==> config.mk <==
export PLATFORM = sky130hd
export DESIGN_NAME = pc_fetch_unit
export DESIGN_NICKNAME = d
export VERILOG_FILES = /design/src/rtl/pc_fetch_unit.sv
export SDC_FILE = /design/constraint.sdc
export NUM_CORES = 1
export LEC_CHECK = 0
export BUFFER_PORTS_ARGS = -buffer_cell sky130_fd_sc_hd__buf_2
export CAP_MARGIN = 20
export CORE_ASPECT_RATIO = 1.25
export CORE_UTILIZATION = 42
export DETAILED_ROUTE_END_ITERATION = 10
export GPL_ROUTABILITY_DRIVEN = 0
export PLACE_DENSITY = 0.76
export SYNTH_ARGS = -nofsm -noshare
export SYNTH_HDL_FRONTEND = slang
export SYNTH_SLANG_ARGS = --single-unit
==> constraint.sdc <==
create_clock -name clk -period 1.5 [get_ports clk]
set_clock_uncertainty 0.05 [all_clocks]
set_input_delay 0.15 -clock clk [delete_from_list [all_inputs] [get_ports clk]]
set_output_delay 0.15 -clock clk [all_outputs]
set_load 0.1 [all_outputs]
==> src/rtl/pc_fetch_unit.sv <==
// Program-counter register and single-outstanding instruction-fetch sequencer.
// Holds the fetched word until commit, then advances to Next_Address or faults on misalignment.
module pc_fetch_unit #(
  parameter logic [31:0] RESET_PC   = 32'h0000_0000,
  // Reset value of Commit_Count; nonzero only to reach the wrap point quickly in simulation.
  parameter logic [31:0] COUNT_INIT = 32'h0000_0000
) (
  input  logic        clk,
  input  logic        rst_n,
  input  logic [31:0] Next_Address,
  input  logic        Commit,
  input  logic        Imem_Req_Ready,
  input  logic        Imem_Rsp_Valid,
  input  logic [31:0] Imem_Rsp_Data,
  output logic [31:0] Current_pc,
  output logic        Imem_Req_Valid,
  output logic [31:0] Imem_Addr,
  output logic [31:0] Instr,
  output logic        Instr_Valid,
  output logic        Misaligned_Fault,
  output logic [31:0] Commit_Count
);

  localparam logic [1:0] S_REQ   = 2'd0;
  localparam logic [1:0] S_WAIT  = 2'd1;
  localparam logic [1:0] S_HOLD  = 2'd2;
  localparam logic [1:0] S_FAULT = 2'd3;

  localparam logic [31:0] NOP = 32'h0000_0013;

  logic [1:0]  state_q, state_d;
  logic [31:0] pc_q, pc_d;
  logic [31:0] instr_q, instr_d;
  logic [31:0] count_q, count_d;
  logic        fault_q, fault_d;

  always_comb begin
    state_d = state_q;
    pc_d    = pc_q;
    instr_d = instr_q;
    count_d = count_q;
    fault_d = fault_q;
    case (state_q)
      S_REQ: begin
        if (Imem_Req_Ready) state_d = S_WAIT;
      end
      S_WAIT: begin
        if (Imem_Rsp_Valid) begin
          instr_d = Imem_Rsp_Data;
          state_d = S_HOLD;
        end
      end
      S_HOLD: begin
        if (Commit) begin
          count_d = count_q + 32'd1;
          if (Next_Address[1:0] == 2'b00) begin
            pc_d    = Next_Address;
            state_d = S_REQ;
          end else begin
            fault_d = 1'b1;
            state_d = S_FAULT;
          end
        end
      end
      // Terminal until reset: no requests, commits ignored.
      S_FAULT: state_d = S_FAULT;
      default: state_d = S_FAULT;
    endcase
  end

  always_ff @(posedge clk or negedge rst_n) begin
    if (!rst_n) begin
      state_q <= S_REQ;
      pc_q    <= RESET_PC;
      instr_q <= NOP;
      count_q <= COUNT_INIT;
      fault_q <= 1'b0;
    end else begin
      state_q <= state_d;
      pc_q    <= pc_d;
      instr_q <= instr_d;
      count_q <= count_d;
      fault_q <= fault_d;
    end
  end

  assign Current_pc       = pc_q;
  assign Imem_Addr        = pc_q;
  assign Imem_Req_Valid   = (state_q == S_REQ);
  assign Instr            = instr_q;
  assign Instr_Valid      = (state_q == S_HOLD);
  assign Misaligned_Fault = fault_q;
  assign Commit_Count     = count_q;

endmodule

==> results.py, run 1 <==
metrics = {
    "sta": {
        "worst-slew-pin-transition_ns": 0.516,
        "rsz0062_at_grt": "yes",
        "min_period_ns": 1.54,
        "period_share_pct": 103,
        "drv_slew": 0,
        "tns_ns": -0.647,
        "relSlewSlack_pct": 65.8,
        "finalWorstSetupSlack_ns": -0.0406,
        "hold_violations": 0,
        "holdWs_ns": 0.00761,
        "fmax_mhz": 649,
        "finalSetupViolCount": 30,
    },
    "setup_path": {
        "slowest_delay_ns": 0.36,
        "crit_chain": "and2b_2 -> and2_4 -> nand2_8 -> clkbuf_16 -> mux2_2",
        "start_kind": "register",
        "cp.arrival_ns": 1.71,
        "worst-setup-path-type": "register to register",
        "endpoint_kind": "register",
        "critical-path-slowest-cell": "dfrtp_1",
        "crit_fanout": 9,
        "required_ns": 1.67,
    },
    "clock_tree": {
        "clk-insertion-delay-late_ns": 0.34,
        "cts_buffers": 9,
        "tritoncts": "done",
        "clk_pin_slew_ns": 0.07,
        "clockBufferDepth": 2,
        "htree_levels": 3,
        "clkSinkCount": 99,
        "cts-root-buf": "clkbuf_16",
    },
    "grt": {
        "grt_pass1_vias": 3615,
        "grt_max_degree": 65,
        "antenna_found_initial": 0,
        "grt_pass1_wl_um": 18000,
        "grt_usage_pct": 22.1,
        "grt.overflow.total": 0,
    },
    "floorplanning": {
        "pin_count": 200,
        "rows": 40,
        "die_h_um": 115,
        "die_area_mm2": 0.0106,
        "die_width_um": 92.4,
        "start_util_pct": 43.9,
        "core_mm2": 0.00976,
    },
    "final_layout": {
        "utilization_pct": 69.6,
        "drive_gt1_share_pct": 69.6,
        "syn_to_final_growth_pct": 58.3,
        "stdcell_count": 705,
        "diodes": 0,
        "fin_nets": 644,
    },
    "synth": {
        "synth_nets": 385,
        "yosys.area.top_type": "dfrtp_1",
        "yosysUniqueCellTypes": 33,
        "syn_area_per_cell_um2": 13.6,
        "synth_seq_cells": 99,
        "ys_seq_area_share_pct": 57.9,
        "syn_area_mm2": 0.00429,
        "yosysWarnings": 0,
        "synthCells": 315,
        "yosys.area.top_type_share_pct": 56.0,
        "synth_area_leaders": "dfrtp_1 (56%), mux2_2 (16%), buf_4 (5.8%), xnor2_1 (5.7%), dfstp_2 (1.8%)",
    },
    "hold_path": {
        "hp-class": "primary input to register",
    },
    "route": {
        "ant_nets": 0,
        "via_count": 3394,
        "vias_per_cell": 4.81,
        "drt_iter0_drc": 103,
        "wl_per_cell_um": 16.4,
        "totalWireLength_um": 11600,
        "post-route-drc-count": 0,
        "first_pass_iters": 4,
    },
    "placed_design": {
        "dp_hpwl_um": 7570,
        "io_buffers": 199,
        "dp_cells": 624,
    },
    "run": {
        "cap_violations": 0,
    },
    "run_status": {
        "status": "finished, violations left",
        "violations": "negative setup slack",
    },
}
flip-flops by register name (all words and copies together) (netlist names):
name / cells
Commit_Count: 32
Current_pc: 32
Instr: 32
Misaligned_Fault: 1
state_q: 2
synth_stat cells, drive strengths merged:
cell	instances
a21oi	2
and2	4
and2b	1
and3	6
and4	4
buf	40
dfrtp	96
dfstp	3
ha	1
inv	2
mux2	62
nand2	17
nand3	12
nand3b	2
nand4	12
nand4b	2
nor2	8
nor3	2
nor3b	1
nor4	3
o21a	1
o21ai	1
o21bai	1
or2	1
xnor2	28
xor2	3
area by class of cell:
| class | count | area [um^2] |
|---|---|---|
| fill | 673 | 2970 |
| inverter | 2 | 10.0 |
| sequential | 99 | 2620 |
| multi-input combinational | 174 | 1650 |
| timing repair buffer | 288 | 2050 |
| tap | 126 | 158 |
| clock buffer | 9 | 225 |
| clock inverter | 7 | 77.6 |
worst max-delay path: cells and delay by family, from the launching register on:
kind	cells	cell delay, ns
multiplexers	1	0.33
AND/OR/NAND/NOR	3	0.52
flip-flops	1	0.36
buffers and inverters	1	0.16
metal layers:
metal	share of wire (%)	GRT usage [%]
met1	38	25.3
met2	54	39.6
met3	6.4	5.29
met4	1.8	8.75
met5	0	0
kinds of logic after synthesis:
logic type / Yosys count / share of synthesized area, %
multiplexers: 62 / 16.3
XOR/XNOR: 31 / 6.33
flip-flops: 99 / 57.9
AND/OR/NAND/NOR: 75 / 11.2
adder cells (fa/ha/maj): 1 / 0.292
AO/OA/AOI/OAI: 5 / 0.700
buffers and inverters: 42 / 7.35
worst paths after layout:
check	from	end	slack (ns)	depth (start not counted)
max	state_q[0]	Current_pc[28]	-0.04	5
min	Imem_Rsp_Data[8]	Instr[8]	0.008	2
max reg2reg	state_q[0]	Current_pc[28]	-0.04	5
min reg2reg	Commit_Count[31]	Commit_Count[31]	0.43	1
max in group asynchronous	rst_n	Commit_Count[1]	0.68	3
min in group asynchronous	rst_n	Commit_Count[13]	0.29	3
through the flow:
step	area [um^2]	worst slack (ns)
3_3_place_gp	5740	0.0149
6_report	6790	-0.0406
5_1_grt	6790	-0.0860
4_1_cts	6670	-0.0314
2_1_floorplan	4550	-0.418
3_5_place_dp	5740	-0.0196
cells in the final DEF (no fill, tap or decap), types with 11 or more instances in the layout:
cell,count
dfrtp_4,23
nand2_1,11
buf_4,28
dlygate4sd3_1,60
dfrtp_2,40
dfrtp_1,33
clkbuf_16,11
buf_12,13
mux2_2,59
buf_2,185
nand4_1,12
xnor2_1,28
what timing repair did:
item / 4_1_cts / 5_1_grt
resized for setup: 11 / 5
hold endpoints to repair: 154 / 1
setup buffers: 1 / 2
hold buffers: 59 / 1
pin swaps: 1 / 3
gates cloned: 0 / 2
endpoints found under the setup margin: 35 / 52
Power of run 1 is left out: the tool's default activity adds up to more than one toggle a clock period on the data nets, which glitch-free logic cannot reach.
==> run 2: changes to the inputs <==
PLACE_DENSITY = 0.87   (was 0.76)
==> results.py, run 2 (synthesis gave the netlist of run 1 again) <==
metrics = {
    "run_status": {
        "status": "finished, violations left",
        "violations": "negative setup slack",
    },
    "grt": {
        "grt_pass1_vias": 3501,
        "grt.overflow.total": 0,
        "grt_pass1_wl_um": 17200,
        "grt_usage_pct": 20.9,
        "antenna_found_initial": 0,
        "grt_max_degree": 43,
    },
    "floorplanning": {
        "die_h_um": 115,
        "rows": 40,
        "die_area_mm2": 0.0106,
        "core_mm2": 0.00976,
        "die_width_um": 92.4,
        "start_util_pct": 43.9,
        "pin_count": 200,
    },
    "route": {
        "post-route-drc-count": 0,
        "drt_iter0_drc": 79,
        "wl_per_cell_um": 16.5,
        "first_pass_iters": 4,
        "ant_nets": 0,
        "vias_per_cell": 4.83,
        "via_count": 3382,
        "totalWireLength_um": 11500,
    },
    "final_layout": {
        "layout_common_cells": "buf_2 (187), mux2_2 (60), dlygate4sd3_1 (49), dfrtp_2 (40), dfrtp_1 (33)",
        "drive_gt1_share_pct": 71.6,
        "stdcell_area_mm2": 0.00675,
        "fillCellCount": 673,
        "syn_to_final_growth_pct": 57.4,
        "diodes": 0,
        "fin_nets": 639,
        "stdcell_count": 700,
        "layout.cells.most_common": "buf_2",
    },
    "clock_tree": {
        "clk-insertion-delay-late_ns": 0.33,
        "cts_buffers": 9,
        "tritoncts": "done",
        "htree_levels": 3,
        "cts-root-buf": "clkbuf_16",
        "clk_pin_slew_ns": 0.07,
        "clockBufferDepth": 2,
        "clkSinkCount": 99,
    },
    "sta": {
        "relSlewSlack_pct": 39.1,
        "min_period_ns": 1.61,
        "hold_violations": 0,
        "holdWs_ns": 0.00766,
        "tns_ns": -1.26,
        "rsz0062_at_grt": "yes",
        "period_share_pct": 108,
        "finalWorstSetupSlack_ns": -0.114,
        "drv_slew": 0,
        "finalSetupViolCount": 44,
        "worst-slew-pin-transition_ns": 0.912,
        "fmax_mhz": 619,
    },
    "hold_path": {
        "hp-class": "primary input to register",
    },
    "placed_design": {
        "placed_cell_area_mm2": 0.00571,
        "dp_hpwl_um": 7390,
        "io_buffers": 199,
        "dp_cells": 622,
    },
    "setup_path": {
        "required_ns": 1.69,
        "start_kind": "register",
        "crit_fanout": 9,
        "critical-path-slowest-cell": "dfrtp_4",
        "worst-setup-path-type": "register to register",
        "endpoint_kind": "register",
        "crit_chain": "and4_4 -> nor3b_4 -> buf_12 -> nand4_1 -> xnor2_1",
        "slowest_delay_ns": 0.46,
        "cp.arrival_ns": 1.80,
    },
    "run": {
        "cap_violations": 0,
    },
}
## run 2: path summary, 6_finish.rpt
path                             startpoint                to  slack [ns]  cells after the start
max                         Commit_Count[5]  Commit_Count[30]       -0.11                      5
min                        Next_Address[16]    Current_pc[16]       0.008                      2
max reg2reg                 Commit_Count[5]  Commit_Count[30]       -0.11                      5
min reg2reg                Commit_Count[26]  Commit_Count[26]        0.42                      1
max in group asynchronous             rst_n          Instr[1]        0.56                      3
min in group asynchronous             rst_n  Commit_Count[20]        0.23                      2
## run 2: layer usage
layer | part of all wire [%] | track usage [%]
met5 | 0 | 0
met4 | 1.7 | 6.67
met3 | 5.7 | 5.03
met2 | 55 | 37.9
met1 | 37 | 24.2
## run 2: metrics by stage
step | util (%) | worst slack (ns)
3_3_place_gp | 58.5 | -0.104
3_5_place_dp | 58.5 | -0.156
6_report | 69.2 | -0.114
2_1_floorplan | - | -0.418
5_1_grt | 69.2 | -0.176
4_1_cts | 66.7 | -0.0595
## run 2: final cells by class
type                       instances  area, um^2  share of cell area (%)
clock inverter                     4        27.5                   0.408
inverter                           2        10.0                   0.148
timing repair buffer             280        1940                    28.7
tap                              126         158                    2.34
sequential                        99        2620                    38.8
multi-input combinational        177        1750                    25.9
clock buffer                      12         246                    3.65
## run 2: critical path: cells and delay by family (launching register included)
| kind | cells | cell delay, ns |
|---|---|---|
| xor+xnor | 1 | 0.25 |
| simple gates | 3 | 0.60 |
| buf+inv | 1 | 0.16 |
| flops | 1 | 0.46 |
## run 2: repair_timing
item                                    in CTS  in global routing
hold buffers                                47                  2
endpoints found under the setup margin      40                 53
gates resized for setup                     10                 18
gates cloned                                 1                  3
endpoints found under the hold margin       69                  2
pin swaps                                    0                 14
buffers inserted                             0                  9
Power of run 2 is left out for the same reason.
